==> config.mk <==
export PLATFORM = sky130hd
export DESIGN_NAME = mem_arbiter
export DESIGN_NICKNAME = d
export VERILOG_FILES = /design/src/rtl/mem_arb_pkg.sv /design/src/rtl/mem_arbiter.sv
export SDC_FILE = /design/constraint.sdc
export NUM_CORES = 1
export LEC_CHECK = 0
export CAP_MARGIN = 40
export CORE_AREA = 2 2 107 109
export CTS_BUF_LIST = sky130_fd_sc_hd__clkbuf_4 sky130_fd_sc_hd__clkbuf_8
export CTS_CLUSTER_DIAMETER = 120
export CTS_CLUSTER_SIZE = 28
export DETAILED_ROUTE_END_ITERATION = 10
export DIE_AREA = 0 0 109 111
export HOLD_SLACK_MARGIN = 0.06
export SYNTH_ARGS = -nofsm -noshare
export SYNTH_HDL_FRONTEND = slang
export SYNTH_SLANG_ARGS = --single-unit
==> constraint.sdc <==
create_clock -name clk -period 2.2 [get_ports clk]
set_input_delay 0.44 -clock clk [delete_from_list [all_inputs] [get_ports clk]]
set_output_delay 0.44 -clock clk [all_outputs]
set_load 0.1 [all_outputs]
==> src/rtl/mem_arb_pkg.sv <==
// Shared types and defaults for the fetch/data memory arbiter.
package mem_arb_pkg;

  // Which requester owns the ack due in the current cycle.
  typedef enum logic [1:0] {
    PendNone = 2'd0,
    PendI    = 2'd1,
    PendD    = 2'd2
  } pend_e;

  // Requester granted most recently; only meaningful for round-robin.
  typedef enum logic {
    OwnerI = 1'b0,
    OwnerD = 1'b1
  } owner_e;

  localparam int unsigned StarveMaxDefault = 4;

endpackage

==> src/rtl/mem_arbiter.sv <==
// Two-requester (fetch/data) arbiter for one synchronous memory port, full throughput.
// Define MEM_ARBITER_RR_EN for round-robin; default is data priority with fetch starvation override.
module mem_arbiter
  import mem_arb_pkg::*;
#(
  parameter int unsigned ADDR_W     = 32,
  parameter int unsigned DATA_W     = 32,
  parameter int unsigned STARVE_MAX = StarveMaxDefault
) (
  input  logic              clk,
  input  logic              rst_n,

  input  logic              i_req,
  input  logic [ADDR_W-1:0] i_addr,
  output logic              i_gnt,
  output logic              i_ack,
  output logic [DATA_W-1:0] i_rdata,

  input  logic              d_req,
  input  logic [ADDR_W-1:0] d_addr,
  input  logic [DATA_W-1:0] d_wdata,
  input  logic [3:0]        d_wen,
  output logic              d_gnt,
  output logic              d_ack,
  output logic [DATA_W-1:0] d_rdata,

  output logic              m_en,
  output logic [ADDR_W-1:0] m_addr,
  output logic [DATA_W-1:0] m_wdata,
  output logic [3:0]        m_wen,
  input  logic [DATA_W-1:0] m_rdata
);

  localparam logic [3:0] StarveMaxW = 4'(STARVE_MAX);

  pend_e      pend_q, pend_d;
  logic [3:0] starve_q, starve_d;
  logic       gnt_i, gnt_d;
`ifdef MEM_ARBITER_RR_EN
  owner_e     last_q, last_d;
`endif

  always_ff @(posedge clk or negedge rst_n) begin
    if (!rst_n) begin
      pend_q   <= PendNone;
      starve_q <= '0;
`ifdef MEM_ARBITER_RR_EN
      last_q   <= OwnerD;
`endif
    end else begin
      pend_q   <= pend_d;
      starve_q <= starve_d;
`ifdef MEM_ARBITER_RR_EN
      last_q   <= last_d;
`endif
    end
  end

  // Grant selection; gated by rst_n so no grant leaks out while reset is held.
  always_comb begin
    gnt_i = 1'b0;
    gnt_d = 1'b0;
    if (rst_n) begin
      if (i_req && d_req) begin
`ifdef MEM_ARBITER_RR_EN
        gnt_i = (last_q == OwnerD);
`else
        gnt_i = (starve_q == StarveMaxW);
`endif
        gnt_d = !gnt_i;
      end else begin
        gnt_i = i_req;
        gnt_d = d_req;
      end
    end
  end

  always_comb begin
    pend_d   = gnt_i ? PendI : (gnt_d ? PendD : PendNone);
    starve_d = '0;
`ifdef MEM_ARBITER_RR_EN
    last_d = last_q;
    if (gnt_i) begin
      last_d = OwnerI;
    end else if (gnt_d) begin
      last_d = OwnerD;
    end
`else
    if (i_req && !gnt_i) begin
      starve_d = (starve_q == StarveMaxW) ? starve_q : starve_q + 4'd1;
    end
`endif
  end

  always_comb begin
    i_gnt   = gnt_i;
    d_gnt   = gnt_d;
    m_en    = gnt_i | gnt_d;
    m_addr  = '0;
    m_wdata = '0;
    m_wen   = 4'b0000;
    if (gnt_d) begin
      m_addr  = d_addr;
      m_wdata = d_wdata;
      m_wen   = d_wen;
    end else if (gnt_i) begin
      m_addr  = i_addr;
    end
    i_ack   = (pend_q == PendI);
    d_ack   = (pend_q == PendD);
    i_rdata = m_rdata;
    d_rdata = m_rdata;
  end

endmodule
==> qor.json, run 1 <==
{
  "status": {
    "run_status": "complete, but fails checks",
    "violations": "setup timing"
  },
  "synth": {
    "synth-edff-count": 0,
    "ys_top_cells_by_area": "sky130_fd_sc_hd__buf_4 (34%), sky130_fd_sc_hd__a22o_1 (20%), sky130_fd_sc_hd__and2_1 (16%)",
    "synthTopCellsByCount": "sky130_fd_sc_hd__buf_4 (64), sky130_fd_sc_hd__and2_1 (36), sky130_fd_sc_hd__a22o_1 (32), sky130_fd_sc_hd__dfrtp_1 (6), sky130_fd_sc_hd__buf_6 (5)",
    "dominantRegCellSynth": "sky130_fd_sc_hd__dfrtp_1",
    "synth.yosys.seq_area_share_pct": 10.6,
    "synth.cell_area_sq_um": 1420,
    "post_synth_inst_count": 173,
    "syn_avg_cell_area_sq_um": 8.20,
    "synthDominantCellAreaShare_pct": 33.9,
    "yosys.area.top_type": "sky130_fd_sc_hd__buf_4",
    "synth-async-reset-ratio_pct": 100,
    "synthesis.nets": 311,
    "ys_ff_latch": 6,
    "synth_most_common_cell": "sky130_fd_sc_hd__buf_4",
    "yosysUniqueCellTypes": 25,
    "synth_warnings": 0
  },
  "global_routing": {
    "global_route_wire_length_before_repair_mm": 10.7,
    "grtUsageTotal_pct": 11.5,
    "antenna_violations_before_repair": 0,
    "grt_max_degree": 31,
    "grt-ovfl-total": 0,
    "grt_pass1_vias": 1910
  },
  "route": {
    "dr.first_iter.drc_count": 35,
    "post_drt_via_cell_ratio": 3.88,
    "drc": 0,
    "route.detailed.wl_per_inst_microns": 18.0,
    "finalWirelength_mm": 8.08,
    "routed-via-count": 1741,
    "detail-route-antenna-nets": 0,
    "pre_antenna_drt_iters": 4
  },
  "power": {
    "cell_internal_pwr_w": 0.000853,
    "power.combinational.fraction_pct": 83.0,
    "power_w": 0.00165,
    "pwr_density_cell_nw_per_um2": 378,
    "largest_vdd_supply_drop_v": 0.000170,
    "sequentialPowerShare_pct": 7.4,
    "psw_w": 0.000800,
    "sw_frac_of_total_pct": 48.4,
    "clock_power_share_pct": 9.6,
    "power.static_leakage_nw": 1.86
  },
  "worst_setup_path": {
    "critical_path.slowest_cell": "sky130_fd_sc_hd__dfrtp_1",
    "worst-setup-path-type": "reg2out",
    "timing.critical_path.fanout_max": 5,
    "cpPeakStageDelay_ns": 0.39,
    "worst_r2r_path_depth": 6,
    "crit_path_cell_trace": "inv_2, ha_4, nand3b_4, o211a_4, clkbuf_16, a22o_4, buf_12",
    "worstSetupStartpointType": "flip-flop",
    "worst_ep_required_time_ns": 1.76,
    "sort_of_element_at_the_end_of_the_critical_path": "output pin",
    "cp.arrival_ns": 1.89
  },
  "cts": {
    "cts_buffer_depth": 2,
    "clk_latency_ns": 0.22,
    "clkSlewWorstSetupHoldPaths_ns": 0.03,
    "num_cts_buffers": 3,
    "clock_tree.htree_level_count": 1,
    "cts_root_buffer": "sky130_fd_sc_hd__clkbuf_8",
    "clock_sinks": 6,
    "cts_tree": "yes"
  },
  "floorplanning": {
    "placeableCoreArea_sq_um": 11100,
    "floorplan.initialDensity_pct": 12.8,
    "i_o_pin_cnt": 273,
    "floorplan.die.width_microns": 109,
    "die_h_microns": 111,
    "die_area_sq_um": 12100,
    "floorplan.rows": 39
  },
  "timing": {
    "post-route-min-period_ns": 2.33,
    "fin_setup_tns_ns": -4.77,
    "timing.final.setup_violations": 67,
    "timing.slew.headroom_pct": 79.4,
    "clock_skew_ns": 0.000523,
    "worst_slew_pin_slew_ns": 0.305,
    "report.final.hold_viol_count": 0,
    "worst_slack_ns": -0.126,
    "finalHoldWorstSlack_ns": 0.466,
    "timing.final.max_slew_violations": 0,
    "final_worst_path_cycle_share_pct": 106,
    "grt_setup_unrepaired": "yes",
    "fmax_mhz": 430
  },
  "placed_design": {
    "place.gp.congestion": 0.787,
    "dp_cells": 429,
    "hpwlAfterDp_mm": 5.68,
    "io_buffers": 176
  },
  "cells_and_area": {
    "nNetsFinal": 446,
    "final_layout_size_suffix_gt1_share_pct": 58.8,
    "area.growth.synth_to_final_pct": 208,
    "final_core_utilization_pct": 39.5,
    "diodes": 0,
    "finalNonFillerCells": 449,
    "fill_cells": 1031
  },
  "job": {
    "drv_cap": 0
  },
  "worst_hold_path": {
    "min_path_type": "in2async"
  }
}
-- layer usage --
layer	share of wire, %	track usage, %
met2	51	21.3
met1	37	11.7
met3	10	3.82
met5	0	0
met4	1.9	3.93
-- flip-flops by register name, indices dropped and copies added (netlist names) --
register and cells:
starve_q 4, pend_q 2
-- cell type report --
type                            count  area [sq um]  share of cell area, %
Clock buffer                        3          41.3                  0.944
Tap cell                          143           179                   4.09
Inverter                            4          15.0                  0.343
Sequential cell                     6           150                   3.43
Multi-Input combinational cell     90          1100                   25.1
Timing Repair Buffer              203          2890                   66.1
-- power groups by stage --
stage	Sequential, W	Combinational, W	Clock, W
floorplan	0.000123	0.00125	0
global placement	0.000123	0.00126	0
detailed placement	0.000124	0.00127	0
CTS	0.000122	0.00133	0.000168
global route	0.000123	0.00142	0.000177
finish	0.000122	0.00137	0.000159
-- critical path: cells and delay by family, from the launching register on --
family                     cells  cell delay [ns]
adders and majority gates      1             0.13
AOI/OAI and AO/OA              2             0.58
buffers and inverters          3             0.43
and+or+nand+nor                1             0.13
DFF                            1             0.39
-- final timing paths --
| kind | from | to | slack (ns) |
|---|---|---|---|
| worst max-delay path | starve_q[1]$_DFFE_PN0P_ | m_addr[0] | -0.13 |
| worst min register to register | starve_q[3]$_DFFE_PN0P_ | starve_q[3]$_DFFE_PN0P_ | 0.60 |
| min in group clk | starve_q[3]$_DFFE_PN0P_ | starve_q[3]$_DFFE_PN0P_ | 0.60 |
| max in group asynchronous | rst_n | pend_q[1]$_DFF_PN0_ | 1.61 |
| worst min-delay path | rst_n | starve_q[2]$_DFFE_PN0P_ | 0.47 |
| worst max register to register | starve_q[1]$_DFFE_PN0P_ | pend_q[0]$_DFF_PN0_ | 0.80 |
-- logic make-up after synthesis --
group           after synthesis  share of synthesized area (%)
buf+inv                      78                           40.5
flops                         6                           10.6
compound gates               41                           26.2
xor+xnor                      2                           1.23
fa+ha+maj                     2                           1.76
simple gates                 44                           19.8
-- cells in the final DEF (no fill, tap or decap), types with 2 or more instances in the layout --
master | netlist | layout
sky130_fd_sc_hd__dfrtp_1 | 6 | 6
sky130_fd_sc_hd__a22o_4 | 0 | 32
sky130_fd_sc_hd__o211a_4 | 1 | 2
sky130_fd_sc_hd__buf_6 | 5 | 3
sky130_fd_sc_hd__clkbuf_8 | 0 | 3
sky130_fd_sc_hd__clkdlybuf4s50_1 | 0 | 100
sky130_fd_sc_hd__nand3_1 | 2 | 2
sky130_fd_sc_hd__inv_2 | 0 | 3
sky130_fd_sc_hd__buf_12 | 0 | 75
sky130_fd_sc_hd__dlygate4sd2_1 | 0 | 3
sky130_fd_sc_hd__buf_16 | 0 | 3
sky130_fd_sc_hd__nor2b_1 | 2 | 2
sky130_fd_sc_hd__clkbuf_16 | 0 | 6
sky130_fd_sc_hd__and2_4 | 0 | 36
sky130_fd_sc_hd__buf_4 | 64 | 13
-- through the flow --
stage	cell area (sq um)	worst slack [ns]
2_1_floorplan	1720	-0.0687
3_3_place_gp	3930	-0.201
3_5_place_dp	3930	-0.231
4_1_cts	4140	-0.173
5_1_grt	4380	-0.198
6_report	4380	-0.126
-- timing repair --
action	4_1_cts	5_1_grt
hold buffers	0	0
setup buffers	4	2
resized for setup	39	10
gates cloned	3	8
endpoints found under the setup margin	69	70
pin swaps	6	33
No activity file was read; power rests on OpenSTA's default activity.
==> inputs of run 2 (changes only) <==
- CELL_PAD_IN_SITES_DETAIL_PLACEMENT: default -> 2
- CELL_PAD_IN_SITES_GLOBAL_PLACEMENT: default -> 2
- CORE_AREA: 2 2 107 109 -> 2 2 123 125
- DIE_AREA: 0 0 109 111 -> 0 0 125 127
- PLACE_DENSITY_LB_ADDON: default -> 0.1
==> run 2 against run 1 <==
Effect of this change:
- the run still ends with setup timing left
- sequential power hardly changed
- clock skew increased by 0.0027 ns
- combinational power about the same
- total power is 1.5% lower
- worst hold slack got worse by 0.021 ns
- non-clock buffer count down 1
- worst setup slack worse by 0.0011 ns
==> qor.json, run 2 (same netlist as run 1, synthesis figures left out) <==
{
  "floorplanning": {
    "i_o_pin_cnt": 273,
    "floorplan.die.width_microns": 125,
    "floorplan.initialDensity_pct": 9.84,
    "floorplan.rows": 44,
    "die_area_sq_um": 15900,
    "die_h_microns": 127,
    "placeableCoreArea_sq_um": 14400
  },
  "worst_setup_path": {
    "sort_of_element_at_the_end_of_the_critical_path": "output pin",
    "worstSetupStartpointType": "flip-flop",
    "cp.arrival_ns": 1.89,
    "crit_path_cell_trace": "inv_2, ha_4, nand3b_4, o211a_4, clkbuf_16, a22o_4, buf_12",
    "rr_startpoint": "starve_q[1]$_DFFE_PN0P_",
    "timing.critical_path.max_delay_family": "compound AO/OA/AOI/OAI gates",
    "reg2reg_setup_slack_ns": 0.82,
    "worst_ep_required_time_ns": 1.76,
    "worst-setup-path-type": "reg2out",
    "timing.critical_path.fanout_max": 5,
    "crit_path_launch": "starve_q[1]$_DFFE_PN0P_",
    "cpPeakStageDelay_ns": 0.38,
    "critical_path.slowest_cell": "sky130_fd_sc_hd__dfrtp_1",
    "worstPathBufferInverterCount": 3
  },
  "status": {
    "violations": "setup timing",
    "run_status": "complete, but fails checks"
  },
  "cells_and_area": {
    "postLayoutCellArea_sq_um": 4350,
    "final_layout_size_suffix_gt1_share_pct": 58.7,
    "layout_common_cells": "sky130_fd_sc_hd__clkdlybuf4s50_1 (100), sky130_fd_sc_hd__buf_12 (76), sky130_fd_sc_hd__a22o_4 (32)",
    "area.growth.synth_to_final_pct": 206,
    "diodes": 0,
    "nNetsFinal": 445,
    "finalNonFillerCells": 489,
    "largest_register_ffs": 4,
    "registers_with_the_most_flip_flops": "starve_q: 4 flops, pend_q: 2 flops",
    "commonest_non_fill_non_tap_cell_in_the_layout": "sky130_fd_sc_hd__clkdlybuf4s50_1",
    "top_register": "starve_q"
  },
  "placed_design": {
    "dp_cells": 475,
    "io_buffers": 176,
    "place.gp.congestion": 0.670,
    "hpwlAfterDp_mm": 6.11,
    "pre_cts_setup_slack_ns": -0.243,
    "placed_cell_area_sq_um": 4030
  },
  "route": {
    "finalWirelength_mm": 8.05,
    "drc": 0,
    "post_drt_via_cell_ratio": 3.55,
    "route.detailed.wl_per_inst_microns": 16.5,
    "routed-via-count": 1736,
    "detail-route-antenna-nets": 0,
    "pre_antenna_drt_iters": 2,
    "dr.first_iter.drc_count": 31
  },
  "global_routing": {
    "grtUsageTotal_pct": 8.77,
    "antenna_violations_before_repair": 0,
    "global_route_wire_length_before_repair_mm": 11.1,
    "grt_max_degree": 36,
    "grt-ovfl-total": 0,
    "grt_pass1_vias": 1976
  },
  "worst_hold_path": {
    "min_path_type": "in2async"
  },
  "job": {
    "drv_cap": 0
  },
  "timing": {
    "post-route-min-period_ns": 2.33,
    "worst_slack_ns": -0.127,
    "fmax_mhz": 430,
    "grt_setup_unrepaired": "yes",
    "fin_setup_tns_ns": -5.75,
    "clock_skew_ns": 0.00323,
    "report.final.hold_viol_count": 0,
    "timing.final.max_slew_violations": 0,
    "final_worst_path_cycle_share_pct": 106,
    "timing.slew.headroom_pct": 78.7,
    "timing.final.setup_violations": 69,
    "worst_slew_pin_slew_ns": 0.320
  },
  "cts": {
    "clk_latency_ns": 0.22,
    "clock_tree.htree_level_count": 1,
    "cts_buffer_depth": 2,
    "clkSlewWorstSetupHoldPaths_ns": 0.04,
    "clock_sinks": 6,
    "cts_tree": "yes",
    "postCtsHoldBufs": 0,
    "num_cts_buffers": 3,
    "cts_root_buffer": "sky130_fd_sc_hd__clkbuf_8"
  },
  "power": {
    "power_w": 0.00163,
    "largest_vdd_supply_drop_v": 0.000127,
    "pwr_density_cell_nw_per_um2": 375,
    "power.static_leakage_nw": 1.83
  }
}
run 2: changes by cell type in the layout (fill, tap and decap cells not counted), sizes merged:
cell and delta:
clkbuf -2, buf +1
run 2: repair_timing:
action,4_1_cts,5_1_grt
gates resized for setup,19,8
gates cloned,2,6
pin swaps,3,21
setup endpoints to repair,70,70
setup buffers,2,1
run 2: stage by stage:
step / utilization [%] / hold WS [ns]
4_1_cts: 28.9 / 0.369
3_3_place_gp: 27.9 / 0.559
3_5_place_dp: 27.9 / 0.558
6_report: 30.1 / 0.445
2_1_floorplan: - / 0.144
5_1_grt: 30.1 / 0.479
run 2: worst paths after layout:
kind,to,depth (start not counted)
worst max-delay path,m_addr[19],7
worst min-delay path,starve_q[0]$_DFFE_PN0P_,2
worst max register to register,pend_q[0]$_DFF_PN0_,6
worst min register to register,starve_q[3]$_DFFE_PN0P_,2
max in group asynchronous,starve_q[3]$_DFFE_PN0P_,2
min in group clk,starve_q[3]$_DFFE_PN0P_,2
run 2: power breakdown:
part	leakage [nW]	switching [W]	internal, W	total (W)
clock network	0.0216	0.0000471	0.000118	0.000165
logic	1.72	0.000741	0.000601	0.00134
registers	0.0804	0.00000473	0.000117	0.000122
run 2: final cells by class:
class,instances,area [sq um]
Timing Repair Buffer,202,2840
Multi-Input combinational cell,90,1070
Clock buffer,3,41.3
Sequential cell,6,150
Fill cell,1544,10100
Inverter,4,15.0
Tap cell,184,230
run 2: routing by layer:
metal | track usage, % | vias to the layer above | wire length (microns)
li1 | - | 799 | -
met1 | 9.87 | 788 | 3090
met2 | 15.3 | 128 | 3980
met5 | 0 | - | 0
met4 | 2.03 | 0 | 114
met3 | 3.89 | 21 | 869
==> inputs of run 3 (changes only) <==
- ABC_AREA: default -> 1
- CORE_AREA: 2 2 123 125 -> 3 3 128 130
- DIE_AREA: 0 0 125 127 -> 0 0 131 133
==> run 3 against run 2 <==
Effect of this change:
- critical path type unchanged
- clock power about the same
- flip-flop and latch count unchanged
- cell count up 31%
- utilization up 1.7 points
- via count up 25%
- register-to-register slack worse by 0.30 ns
- area after synthesis up 8.2%
- critical endpoint is now m_addr[28]
- the run now ends clean
==> qor.json, run 3 <==
{
  "status": {
    "run_status": "completed"
  },
  "placed_design": {
    "placed_cell_area_sq_um": 4060,
    "hpwlAfterDp_mm": 7.08,
    "place.gp.congestion": 0.665,
    "io_buffers": 176
  },
  "worst_setup_path": {
    "worst-setup-path-type": "reg2out",
    "cp.arrival_ns": 1.76,
    "worstSetupStartpointType": "flip-flop",
    "timing.critical_path.fanout_max": 5,
    "sort_of_element_at_the_end_of_the_critical_path": "output pin",
    "worst_ep_required_time_ns": 1.76,
    "worst_r2r_path_depth": 11
  },
  "worst_hold_path": {
    "min_path_type": "in2async"
  },
  "synth": {
    "synth-adder-area-share_pct": 1.63,
    "synth.yosys.seq_area_share_pct": 9.78,
    "synth-async-reset-ratio_pct": 100,
    "synth_most_common_cell": "sky130_fd_sc_hd__nand2_1",
    "yosysUniqueCellTypes": 13,
    "post_synth_and_or_nand_nor_area_fraction_pct": 37.5,
    "yosys.area.top_type": "sky130_fd_sc_hd__buf_4",
    "ys_top_cells_by_area": "sky130_fd_sc_hd__buf_4 (33%), sky130_fd_sc_hd__nand2_1 (26%), sky130_fd_sc_hd__inv_1 (11%)",
    "synth-compound-area-share_pct": 1.14,
    "dominantRegCellSynth": "sky130_fd_sc_hd__dfrtp_1",
    "synthesis.nets": 426,
    "yosys-mux-area-fraction_pct": 0,
    "post_synth_xor_area_fraction_pct": 1.14,
    "ys_ff_latch": 6,
    "synth_top_family_by_area": "buffers and inverters",
    "synth.cell_area_sq_um": 1540,
    "synthTopCellsByCount": "sky130_fd_sc_hd__nand2_1 (105), sky130_fd_sc_hd__buf_4 (68), sky130_fd_sc_hd__inv_1 (47), sky130_fd_sc_hd__nor2_1 (43), sky130_fd_sc_hd__dfrtp_1 (6)",
    "synth-edff-count": 0,
    "post_synth_inst_count": 288,
    "syn_avg_cell_area_sq_um": 5.33,
    "synthDominantCellAreaShare_pct": 33.3,
    "synth_warnings": 0
  },
  "timing": {
    "clock_skew_ns": 0.00383,
    "final_worst_path_cycle_share_pct": 99.8,
    "fmax_mhz": 456,
    "post-route-min-period_ns": 2.20,
    "grt_setup_unrepaired": "yes",
    "timing.final.setup_violations": 0,
    "worst_slew_pin_slew_ns": 0.323,
    "timing.slew.headroom_pct": 78.4,
    "report.final.hold_viol_count": 0,
    "timing.final.max_slew_violations": 0
  },
  "cells_and_area": {
    "area.growth.synth_to_final_pct": 216,
    "postLayoutCellArea_sq_um": 4850,
    "nNetsFinal": 570,
    "final_layout_size_suffix_gt1_share_pct": 52.8,
    "top_register": "starve_q",
    "layout_common_cells": "sky130_fd_sc_hd__clkdlybuf4s50_1 (100), sky130_fd_sc_hd__buf_12 (78), sky130_fd_sc_hd__inv_1 (47)",
    "diodes": 0,
    "fill_cells": 1673,
    "registers_with_the_most_flip_flops": "starve_q: 4 flops, pend_q: 2 flops",
    "largest_register_ffs": 4,
    "commonest_non_fill_non_tap_cell_in_the_layout": "sky130_fd_sc_hd__clkdlybuf4s50_1"
  },
  "cts": {
    "postCtsHoldBufs": 0,
    "clkSlewWorstSetupHoldPaths_ns": 0.04,
    "clock_tree.htree_level_count": 1,
    "cts_tree": "yes",
    "cts_root_buffer": "sky130_fd_sc_hd__clkbuf_8",
    "clk_latency_ns": 0.22,
    "clock_sinks": 6,
    "num_cts_buffers": 3,
    "cts_buffer_depth": 2
  },
  "route": {
    "detail-route-antenna-nets": 0,
    "finalWirelength_mm": 9.09,
    "drc": 0,
    "dr.first_iter.drc_count": 37,
    "pre_antenna_drt_iters": 4,
    "route.detailed.wl_per_inst_microns": 14.2,
    "routed-via-count": 2165,
    "post_drt_via_cell_ratio": 3.38
  },
  "power": {
    "power.combinational.fraction_pct": 83.4,
    "power.static_leakage_nw": 2.19,
    "largest_vdd_supply_drop_v": 0.000118,
    "sequentialPowerShare_pct": 7.2,
    "cell_internal_pwr_w": 0.000842,
    "clock_power_share_pct": 9.4,
    "sw_frac_of_total_pct": 51.3,
    "power_w": 0.00173,
    "pwr_density_cell_nw_per_um2": 356,
    "psw_w": 0.000887
  },
  "floorplanning": {
    "placeableCoreArea_sq_um": 15300,
    "die_area_sq_um": 17400,
    "floorplan.die.width_microns": 131,
    "floorplan.initialDensity_pct": 10.1,
    "i_o_pin_cnt": 273,
    "floorplan.rows": 45,
    "die_h_microns": 133
  },
  "global_routing": {
    "grtUsageTotal_pct": 9.43,
    "antenna_violations_before_repair": 0,
    "grt-ovfl-total": 0,
    "grt_pass1_vias": 2432,
    "global_route_wire_length_before_repair_mm": 12.9,
    "grt_max_degree": 22
  },
  "job": {
    "drv_cap": 0
  }
}
run 3: changes by cell type after synthesis, moves of 2 or more:
cell                       change
sky130_fd_sc_hd__nor2_1       +41
sky130_fd_sc_hd__nand2_1     +105
sky130_fd_sc_hd__and2_1       -36
sky130_fd_sc_hd__nand3_1       +2
sky130_fd_sc_hd__clkbuf_1      -2
sky130_fd_sc_hd__inv_2         +2
sky130_fd_sc_hd__a22o_1       -32
sky130_fd_sc_hd__inv_1        +43
sky130_fd_sc_hd__buf_4         +4
sky130_fd_sc_hd__nor2b_1       -2
run 3: final timing paths:
kind	start	endpoint	slack, ns
max reg2reg	starve_q[0]$_DFFE_PN0P_	pend_q[1]$_DFF_PN0_	0.52
max	starve_q[0]$_DFFE_PN0P_	m_addr[28]	0.005
min in group clk	starve_q[3]$_DFFE_PN0P_	starve_q[3]$_DFFE_PN0P_	0.63
max in group asynchronous	rst_n	starve_q[1]$_DFFE_PN0P_	1.75
min	rst_n	starve_q[3]$_DFFE_PN0P_	0.33
min reg2reg	starve_q[3]$_DFFE_PN0P_	starve_q[3]$_DFFE_PN0P_	0.63
run 3: final cells by class:
| class | count | area (sq um) | area share [%] |
|---|---|---|---|
| timing repair buffer | 213 | 3040 | 62.5 |
| multi-input combinational | 159 | 1170 | 24.1 |
| tap | 211 | 264 | 5.44 |
| inverter | 49 | 194 | 4.00 |
| sequential | 6 | 150 | 3.09 |
| clock buffer | 3 | 41.3 | 0.851 |
run 3: what timing repair did:
| action | CTS | global route |
|---|---|---|
| endpoints found under the setup margin | 69 | 69 |
| gates cloned | 5 | 6 |
| gates resized for setup | 26 | 77 |
| pin swaps | 5 | 14 |
| buffers inserted | 9 | 4 |
run 3: power by group through the flow:
stage	clock (W)	combinational [W]	sequential (W)
6_report	0.000163	0.00144	0.000124
5_1_grt	0.000178	0.00151	0.000125
4_1_cts	0.000169	0.00136	0.000123
3_5_place_dp	0	0.00128	0.000126
3_3_place_gp	0	0.00127	0.000126
2_1_floorplan	0	0.00124	0.000125
run 3: through the flow:
step | instances | utilization [%] | hold WS (ns) | setup slack (ns) | setup TNS (ns)
after floorplan | 288 | - | 0.144 | -0.165 | -4.92
after global placement | 614 | 26.6 | 0.569 | -0.108 | -3.05
after detailed placement | 614 | 26.6 | 0.573 | -0.115 | -4.01
after CTS | 631 | 28.8 | 0.344 | -0.0348 | -0.415
after global routing | 641 | 31.8 | 0.342 | -0.120 | -5.97
final | 641 | 31.8 | 0.327 | 0.00477 | 0
run 3: logic make-up (layout without fill, tap and decap cells):
kind of cell,Yosys count,after routing
AOI/OAI and AO/OA,3,3
xor gates and xnor gates,2,2
adders and majority gates,2,2
buffers and inverters,123,265
DFF,6,6
and+or+nand+nor,152,152
run 3: per-layer routing:
metal / global-route usage [%] / up-vias / part of all wire (%)
li1: - / 1043 / -
met4: 2.17 / 0 / 1.2
met5: 0 / - / 0
met3: 2.22 / 14 / 8.8
met1: 9.94 / 1006 / 34
met2: 18.4 / 102 / 56
run 3: worst max-delay path, cell delays in order, from the launching register on:
cell                        delay, ns
sky130_fd_sc_hd__dfrtp_1         0.37
sky130_fd_sc_hd__inv_1           0.07
sky130_fd_sc_hd__ha_2            0.19
sky130_fd_sc_hd__nand3_2         0.08
sky130_fd_sc_hd__nand2_2         0.09
sky130_fd_sc_hd__nand2_4         0.05
sky130_fd_sc_hd__inv_4           0.07
sky130_fd_sc_hd__buf_12          0.13
sky130_fd_sc_hd__clkbuf_16       0.15
sky130_fd_sc_hd__nand2_1         0.06
sky130_fd_sc_hd__nand2_2         0.08
sky130_fd_sc_hd__buf_12          0.17
